`src/rtl/sdhci_rx_drain.sv`:
```
// SDHC PIO read drain: polls interrupt status, acks Buffer Read Ready per block,
// streams the Buffer Data Port word by word and closes with a Transfer Complete ack.

package sdhci_rx_drain_pkg;
   typedef struct packed {
      logic [31:0] addr;
      logic        write;
      logic [31:0] wdata;
      logic [3:0]  wstrb;
      logic        valid;
   } reg_req_t;

   typedef struct packed {
      logic [31:0] rdata;
      logic        error;
      logic        ready;
   } reg_rsp_t;
endpackage

module sdhci_rx_drain #(
   parameter int unsigned          AddrWidth = 32,
   parameter logic [AddrWidth-1:0] BaseAddr  = '0,
   parameter type                  reg_req_t = sdhci_rx_drain_pkg::reg_req_t,
   parameter type                  reg_rsp_t = sdhci_rx_drain_pkg::reg_rsp_t,
   parameter int unsigned          PollGap   = 16
) (
   input  logic        clk_i,
   input  logic        rst_i,
   input  logic        start_i,
   input  logic [11:0] block_size_i,
   input  logic [15:0] block_count_i,
   input  logic        abort_i,
   output reg_req_t    reg_req_o,
   input  reg_rsp_t    reg_rsp_i,
   output logic [31:0] data_o,
   output logic [3:0]  data_strb_o,
   output logic        data_last_o,
   output logic        data_valid_o,
   input  logic        data_ready_i,
   output logic        busy_o,
   output logic        done_o,
   output logic        err_o,
   output logic [1:0]  err_code_o,
   output logic [3:0]  dbg_state_o
);

   // Handshakes: a bus request is held unchanged from valid=1 until the cycle
   // with ready=1 (rdata/error sampled there), and valid is low the cycle after.
   // A stream word transfers on valid & ready and is held stable until then.

   typedef enum logic [3:0] {
      IDLE, POLL_BRR, GAP_BRR, ACK_BRR, READ, WAIT_OUT,
      POLL_TC, GAP_TC, ACK_TC, ERROR
   } state_e;

   localparam logic [AddrWidth-1:0] AddrData = BaseAddr + AddrWidth'(32'h20);
   localparam logic [AddrWidth-1:0] AddrStat = BaseAddr + AddrWidth'(32'h30);
   localparam int unsigned          GapW     = $clog2(PollGap + 1);

   localparam logic [1:0] CodeBus   = 2'b01;
   localparam logic [1:0] CodeIrq   = 2'b10;
   localparam logic [1:0] CodeAbort = 2'b11;

   state_e          state_q, state_d;
   reg_req_t        req_q, req_d;
   logic [31:0]     data_q, data_d;
   logic [3:0]      strb_q, strb_d;
   logic            last_q, last_d;
   logic            valid_q, valid_d;
   logic            done_q, done_d;
   logic            err_q, err_d;
   logic [1:0]      code_q, code_d;
   logic [11:0]     size_q, size_d;
   logic [15:0]     blocks_q, blocks_d;
   logic [9:0]      words_q, words_d;
   logic [GapW-1:0] gap_q, gap_d;
   logic            abort_pend_q, abort_pend_d;

   logic rsp_hs;
   logic abort_now;

   function automatic reg_req_t mk_req(input logic [AddrWidth-1:0] addr,
                                       input logic wr, input logic [31:0] wdata);
      reg_req_t r;
      r       = '0;
      r.addr  = addr;
      r.write = wr;
      r.wdata = wdata;
      r.wstrb = wr ? 4'b0001 : 4'b0000;
      r.valid = 1'b1;
      return r;
   endfunction

   function automatic logic [9:0] words_of(input logic [11:0] s);
      return 10'((13'(s) + 13'd3) >> 2);
   endfunction

   function automatic logic [3:0] tail_strb(input logic [1:0] rem);
      case (rem)
         2'd1:    return 4'b0001;
         2'd2:    return 4'b0011;
         2'd3:    return 4'b0111;
         default: return 4'b1111;
      endcase
   endfunction

   always_comb begin
      state_d      = state_q;
      req_d        = req_q;
      data_d       = data_q;
      strb_d       = strb_q;
      last_d       = last_q;
      valid_d      = valid_q;
      done_d       = 1'b0;
      err_d        = err_q;
      code_d       = code_q;
      size_d       = size_q;
      blocks_d     = blocks_q;
      words_d      = words_q;
      gap_d        = gap_q;
      abort_pend_d = abort_pend_q | (abort_i & (state_q != IDLE));

      rsp_hs    = req_q.valid & reg_rsp_i.ready;
      abort_now = (abort_i | abort_pend_q) & (state_q != IDLE);

      case (state_q)
         IDLE: begin
            if (start_i) begin
               err_d        = 1'b0;
               code_d       = 2'b00;
               abort_pend_d = 1'b0;
               size_d       = block_size_i;
               blocks_d     = block_count_i;
               words_d      = words_of(block_size_i);
               if (block_size_i == '0 || block_count_i == '0) begin
                  done_d = 1'b1;
               end else begin
                  state_d = POLL_BRR;
                  req_d   = mk_req(AddrStat, 1'b0, 32'h0);
               end
            end
         end

         POLL_BRR, POLL_TC, ACK_BRR, ACK_TC, READ: begin
            if (!req_q.valid) begin
               // Follow-on request after a completed one: issued one cycle late.
               if (abort_now) begin
                  state_d = ERROR;
                  err_d   = 1'b1;
                  code_d  = CodeAbort;
               end else begin
                  case (state_q)
                     ACK_BRR: req_d = mk_req(AddrStat, 1'b1, 32'h0000_0020);
                     ACK_TC:  req_d = mk_req(AddrStat, 1'b1, 32'h0000_0002);
                     READ:    req_d = mk_req(AddrData, 1'b0, 32'h0);
                     default: req_d = mk_req(AddrStat, 1'b0, 32'h0);
                  endcase
               end
            end else if (rsp_hs) begin
               req_d = '0;
               if (abort_now) begin
                  state_d = ERROR;
                  err_d   = 1'b1;
                  code_d  = CodeAbort;
               end else if (reg_rsp_i.error) begin
                  state_d = ERROR;
                  err_d   = 1'b1;
                  code_d  = CodeBus;
               end else begin
                  case (state_q)
                     POLL_BRR, POLL_TC: begin
                        if (reg_rsp_i.rdata[15]) begin
                           state_d = ERROR;
                           err_d   = 1'b1;
                           code_d  = CodeIrq;
                        end else if (state_q == POLL_BRR && reg_rsp_i.rdata[5]) begin
                           state_d = ACK_BRR;
                        end else if (state_q == POLL_TC && reg_rsp_i.rdata[1]) begin
                           state_d = ACK_TC;
                        end else begin
                           state_d = (state_q == POLL_BRR) ? GAP_BRR : GAP_TC;
                           gap_d   = GapW'(PollGap - 1);
                        end
                     end
                     ACK_BRR: state_d = READ;
                     ACK_TC: begin
                        state_d = IDLE;
                        done_d  = 1'b1;
                     end
                     default: begin
                        state_d = WAIT_OUT;
                        data_d  = reg_rsp_i.rdata;
                        valid_d = 1'b1;
                        last_d  = (words_q == 10'd1);
                        strb_d  = (words_q == 10'd1) ? tail_strb(size_q[1:0]) : 4'b1111;
                     end
                  endcase
               end
            end
         end

         GAP_BRR, GAP_TC: begin
            if (abort_now) begin
               state_d = ERROR;
               err_d   = 1'b1;
               code_d  = CodeAbort;
            end else if (gap_q == '0) begin
               state_d = (state_q == GAP_BRR) ? POLL_BRR : POLL_TC;
               req_d   = mk_req(AddrStat, 1'b0, 32'h0);
            end else begin
               gap_d = gap_q - 1'b1;
            end
         end

         WAIT_OUT: begin
            if (abort_now) begin
               state_d = ERROR;
               err_d   = 1'b1;
               code_d  = CodeAbort;
               valid_d = 1'b0;
            end else if (data_ready_i) begin
               valid_d = 1'b0;
               if (words_q == 10'd1) begin
                  words_d = words_of(size_q);
                  if (blocks_q == 16'd1) begin
                     state_d = POLL_TC;
                  end else begin
                     state_d  = POLL_BRR;
                     blocks_d = blocks_q - 1'b1;
                  end
                  req_d = mk_req(AddrStat, 1'b0, 32'h0);
               end else begin
                  state_d = READ;
                  words_d = words_q - 1'b1;
                  req_d   = mk_req(AddrData, 1'b0, 32'h0);
               end
            end
         end

         ERROR: begin
            state_d      = IDLE;
            abort_pend_d = 1'b0;
         end

         default: state_d = IDLE;
      endcase
   end

   always_ff @(posedge clk_i or posedge rst_i) begin
      if (rst_i) begin
         state_q      <= IDLE;
         req_q        <= '0;
         data_q       <= '0;
         strb_q       <= '0;
         last_q       <= 1'b0;
         valid_q      <= 1'b0;
         done_q       <= 1'b0;
         err_q        <= 1'b0;
         code_q       <= 2'b00;
         size_q       <= '0;
         blocks_q     <= '0;
         words_q      <= '0;
         gap_q        <= '0;
         abort_pend_q <= 1'b0;
      end else begin
         state_q      <= state_d;
         req_q        <= req_d;
         data_q       <= data_d;
         strb_q       <= strb_d;
         last_q       <= last_d;
         valid_q      <= valid_d;
         done_q       <= done_d;
         err_q        <= err_d;
         code_q       <= code_d;
         size_q       <= size_d;
         blocks_q     <= blocks_d;
         words_q      <= words_d;
         gap_q        <= gap_d;
         abort_pend_q <= abort_pend_d;
      end
   end

   assign reg_req_o    = req_q;
   assign data_o       = data_q;
   assign data_strb_o  = strb_q;
   assign data_last_o  = last_q;
   assign data_valid_o = valid_q;
   assign busy_o       = (state_q != IDLE);
   assign done_o       = done_q;
   assign err_o        = err_q;
   assign err_code_o   = code_q;
   assign dbg_state_o  = state_q;

endmodule
```
`config.mk`:
```
export PLATFORM = sky130hd
export DESIGN_NAME = sdhci_rx_drain
export DESIGN_NICKNAME = d
export VERILOG_FILES = /design/src/rtl/sdhci_rx_drain.sv
export SDC_FILE = /design/constraint.sdc
export NUM_CORES = 1
export LEC_CHECK = 0
export ABC_AREA = 1
export CAP_MARGIN = 15
export CORE_UTILIZATION = 44
export DETAILED_ROUTE_END_ITERATION = 6
export HOLD_SLACK_MARGIN = 0.1
export PLACE_DENSITY_LB_ADDON = 0.15
export SLEW_MARGIN = 20
export SYNTH_ARGS = -nofsm -noshare
export SYNTH_HDL_FRONTEND = slang
export SYNTH_SLANG_ARGS = --single-unit
```
`constraint.sdc`:
```
create_clock -name clk_i -period 3.2 [get_ports clk_i]
set_input_delay 0.64 -clock clk_i [delete_from_list [all_inputs] [get_ports clk_i]]
set_output_delay 0.64 -clock clk_i [all_outputs]
set_load 0.02 [all_outputs]
```
* Yosys cells after proc, flatten, opt, wreduce, memory -nomap -nowiden *
Index checks and enable logic that the tools add are counted.

operators by class
  $add $sub $neg = 5
  multipliers = 0
  div/mod/pow operators = 0
  order comparisons = 0
  eq/ne operators = 39
  shifts and indexed selects = 0
  mux-type cells = 92
  bitwise operators = 8
  reductions and logical operators = 28

operators by type and width
  kind                                                   count
  2-to-1 mux 70 bit                                      9
  case mux 70 bit (4 select lines)                       1
  case mux 43 bit (3 select lines)                       1
  2-to-1 mux 16 bit                                      5
  2-to-1 mux 4 bit                                       16
  2-to-1 mux 5 bit                                       10
  2-to-1 mux 43 bit                                      1
  2-to-1 mux 10 bit                                      4
  inequality test 2 bit (second input constant)          18
  case mux 16 bit (2 select lines)                       1
  adder 12 x 2 -> 12 bit (second input constant)         2
  case mux 4 bit (3 select lines)                        2
  2-to-1 mux 1 bit                                       23
  case mux 10 bit (2 select lines)                       1
  AND reduction 6 bit                                    3
  equality test 16 x 1 -> 1 bit (second input constant)  1
  equality test 4 x 3 -> 1 bit (second input constant)   4
  zero test 16 bit                                       1
  2-to-1 mux 2 bit                                       8
  case mux 4 bit (4 select lines)                        1
  subtractor 16 x 1 -> 16 bit (second input constant)    1
  inequality test 3 bit (second input constant)          5
  AND reduction 7 bit                                    2
  zero test 12 bit                                       1
  other kinds (33)                                       51

storage, ports and cells
  register bits = 160
  latch bits = 0
  memory bits (writable) = 0
  ROM bits = 0
  input bits = 67
  output and inout port bits = 117
  logic and storage cells = 190
  memories = 0

* Longest topological paths before layout *
  depth after elaboration = 11
  mapped depth = 14
  mapped depth without buffers = 12

* Least setup slack after synthesis *
Ideal clock, no wire load.

  path type = reg-to-reg
  start point = register state_q[3] (netlist: dbg_state_o[3])
  end point = register data_q[0] (netlist: data_o[0])
  setup time = 65 ps
  arrival time = 1762 ps
  required time = 3135 ps
  path slack = 1373 ps
  cell stages (with the launch flop) = 11
  buffers on the path = 1
  period minus slack after synthesis = 1827 ps
  path through = dfrtp_1 > nor2_4 > nand2_4 > nand2_4 > nand3_2 > inv_2 > nand2_4 > nor3_4 > buf_6 > nand2_2 > nand2_1

between the ends
  longest elaborated chain between the ends = 4
  elaborated cells on any way between the ends = 12
  those cells by class = eq/ne: 5; bitwise: 3; reduce/logical: 4

ends and longest elaborated chain
  what                                  RTL line  RTL
  start, declared                       64        state_e state_q, state_d;
  start signal, assigned                266       state_q <= state_d;
  nonzero test 4 bit                    n/a
  net busy_o                            40        output logic busy_o,
  AND 1 bit                             124       abort_now = (abort_i | abort_pend_q) & (state_q != IDLE);
  inverter 1 bit (no source line)       n/a
  AND reduction 6 bit (no source line)  n/a
  end signal, assigned                  268       data_q <= data_d;
  end, declared                         66        logic [31:0] data_q, data_d;

The timed path passes the listed nets, and every way through them passes these cells.
A chain may end at the register's enable or synchronous reset.

* Worst setup path in the final report *
  start point = register state_q[3] (netlist: dbg_state_o[3])
  end point = output port busy_o

between the ends
  longest elaborated chain between the ends = 1

ends and longest elaborated chain
  what                RTL line  RTL
  nonzero test 4 bit  288       assign busy_o = (state_q != IDLE);
  end, declared       40

Every way passes these cells.

==> summary.md <==
| Metric | Value |
|---|---|
| Register share of total power | `31.2%` |
| CTS buffer count | `9` |
| Net Sw Frac | `46.68%` |
| CP startpoint | `dbg_state_o[3]$_DFFE_PP0P_` |
| Tmin final | `2.450 ns` |
| CP Capture Type | `primary output` |
| Slew Viols, Final | `0` |
| Worst VDD drop | `0.0005445 V` |
| DRT Pass-1 Iters | `5` |
| Pwr Density | `903.2 mW/mm²` |
| Critical path arrival | `1.81 ns` |
| Post-DP HPWL | `11,950 µm` |
| CTS tree | `yes` |
| Yosys reg bits | `96` |
| DRC viols | `0` |
| CTS resizes | `0` |
| Clk_skew | `0.007920 ns` |
| Number of setup buffers added after CTS | `0` |
| GRT Util Overall | `22.12%` |
| Max transition margin | `51.12%` |
| H-tree depth | `3` |
| Clk_lat worst skew | `0.36 ns` |
| Avg Inst Size Synth | `6.872 µm²` |
| Crit path launch type | `flip-flop` |
| Die area | `0.01520 mm²` |
| Setup violators final | `0` |
| Placed Cells | `1,227` |
| # IOs | `184` |
| Drt initial violations | `397` |
| Actual slew at the worst max-slew pin | `0.7306 ns` |
| Routed WL | `16,030 µm` |
| Worst slack, placed | `0.4964 ns` |
| Max FO, Critical Path | `7` |
| Drt wl/cell | `12.89 µm` |
| Data required, critical path | `2.56 ns` |
| Max frequency | `0.4082 GHz` |
| Mapped Cells | `942` |
| Post-DRT Antenna Nets | `0` |
| Gr ovfl total | `0` |
| Nets | `1,133` |
| Worst-path clk slew | `0.07 ns` |
| Via density per instance | `4.840` |
| Internal | `3.812 mW` |
| Hold Path Class | `reg -> reg` |
| Routability cong. | `0.9263` |
| Final hold vios | `0` |
| Psw | `3.338 mW` |
| Status | `finished clean` |
| Initial antenna violation count | `0` |
| Biggest area consumer among synthesized cells | `dfrtp_1` |
| Util after Layout | `56.16%` |
| Leading post-synthesis cells by cell area | `dfrtp_1 (37%), nand2_1 (20%), buf_4 (7.4%), nor2_1 (5.4%), nand3_1 (4.7%)` |
| Setup TNS | `0 ns` |
| CTS root buffer | `clkbuf_16` |
| Clk sinks | `96` |
| Final worst setup slack | `0.7500 ns` |
| First-pass GRT wire length | `26,150 µm` |
| Cell Area, Synth | `0.006474 mm²` |
| Largest net degree at the start of global routing | `66` |
| Count of cell types in the netlist | `40` |
| Hold bufs inserted after CTS | `0` |
| Clock network power share | `15.6%` |
| Rows | `43` |
| Die width | `123.3 µm` |
| Layout cells sized above 1 | `7.150%` |
| Combinational fraction of design power | `53.2%` |
| WS Path Type | `reg -> out` |
| P_leak | `4.020 nW` |
| Die Y | `123.3 µm` |
| DR vias | `6,016` |
| Register area share after synthesis | `37.11%` |
| PortBufs | `120` |
| RSZ-0062 raised after global routing | `false` |
| Yosys top cell area share | `37.11%` |
| Layout area overhead | `22.28%` |
| Diodes inserted | `0` |
| Warnings from Yosys | `0` |
| Max-cap violations | `0` |
| Post-Layout Cell Count | `1,243` |
| Starting density of the core | `45.93%` |
| Crit share post-route | `76.56%` |
| WHS | `0.4727 ns` |
| Vias in the first global route | `5,365` |
| CTS Buffer Depth | `2` |
| Core area | `0.01410 mm²` |
| Worst hold start | `reg_req_o[42]$_DFFE_PP0P_` |
| Crit Reg-Reg Startpoint | `dbg_state_o[3]$_DFFE_PP0P_` |
per-layer routing:
metal  share of wire, %  GRT usage (%)  vias up
met5                  0              0        -
met4                1.4          7.154        0
met3                5.1          3.090       15
met2                 45          34.39      185
met1                 49          31.67     2741
li1                   -              -     3075
layout by cell type, fill, tap and decap left out, types with 7 or more instances in the layout:
cell type,n
o21ai_1,12
nand3_1,61
nor2_1,93
clkbuf_16,9
dfrtp_1,96
ha_1,8
nor3_1,7
nand2_1,349
conb_1,63
inv_1,71
a21oi_1,19
xor2_1,8
o21ai_0,41
nand4_1,11
nand2_2,18
clkdlybuf4s50_1,120
nand3b_1,11
inv_2,8
final cells by class:
| type | instances | area, µm² |
|---|---|---|
| inverters | 81 | 306.5 |
| repair buffers | 127 | 1279 |
| well taps | 180 | 225.2 |
| flip-flops and latches | 96 | 2402 |
| clock buffers | 9 | 225.2 |
| multi-input cells | 743 | 3401 |
| fillers | 1417 | 6180 |
| clock inverters | 7 | 77.57 |
sequential cells by signal, indices dropped and copies added (netlist names):
signal	flops
gap_q	5
abort_pend_q	1
data_strb_o	4
data_o	32
data_last_o	1
blocks_q	16
reg_req_o	6
done_o	1
size_q	12
words_q	10
dbg_state_o	4
data_valid_o	1
err_o	1
err_code_o	2
Yosys cell counts, drive strengths merged:
cell type,count
o21bai,2
a21oi,19
inv,80
clkbuf,5
clkinv,1
nand2,372
nand3,64
nor2,104
nand3b,11
o211ai,1
and2,1
xnor2,3
dfrtp,96
conb,1
o22ai,1
or2,4
nor3,9
nand4,11
o21a,1
a21boi,1
buf,79
o21ai,54
o31ai,4
ha,8
mux2i,1
xor2,8
a31oi,1
kinds of logic (layout without fill, tap and decap cells):
logic type / after synthesis / in the layout / share of synthesized area (%)
xor gates and xnor gates: 11 / 11 / 1.488
muxes: 1 / 1 / 0.1546
buffers and inverters: 165 / 224 / 13.95
adders and majority gates: 8 / 8 / 1.546
other: 1 / 63 / 0.05793
DFF: 96 / 96 / 37.11
AOI/OAI and AO/OA: 84 / 84 / 6.939
and+or+nand+nor: 576 / 576 / 38.75
worst max-delay path, stage by stage (launching register included):
cell,delay (ns)
dfrtp_1,0.49
nor2_4,0.29
nand2_4,0.12
clkdlybuf4s50_1,0.56
power groups by stage:
stage          logic, mW  clock network [mW]  registers, mW
2_1_floorplan       2.41                   0           2.45
3_3_place_gp        3.74                   0           2.24
3_5_place_dp        3.79                   0           2.24
4_1_cts             3.81                1.14           2.22
5_1_grt             4.27                1.19           2.30
6_report            3.80                1.12           2.23
final timing paths:
path	slack (ns)	to	depth (start not counted)
setup / recovery	0.75	busy_o	3
hold / removal	0.47	reg_req_o[42]$_DFFE_PP0P_	2
setup reg to reg	0.85	data_last_o$_DFFE_PP0P_	11
hold reg to reg	0.47	reg_req_o[42]$_DFFE_PP0P_	2
max in group asynchronous	1.85	data_o[0]$_DFFE_PP0P_	3
min in group asynchronous	0.64	data_o[21]$_DFFE_PP0P_	2
stage by stage:
stage,total power [mW],cell area (µm²)
CTS,7.178,7916
global route,7.756,7916
floorplan,4.865,6706
detailed placement,6.032,7614
global placement,5.978,7614
finish,7.150,7916
Note: power is estimated with default switching activity, not from simulation.
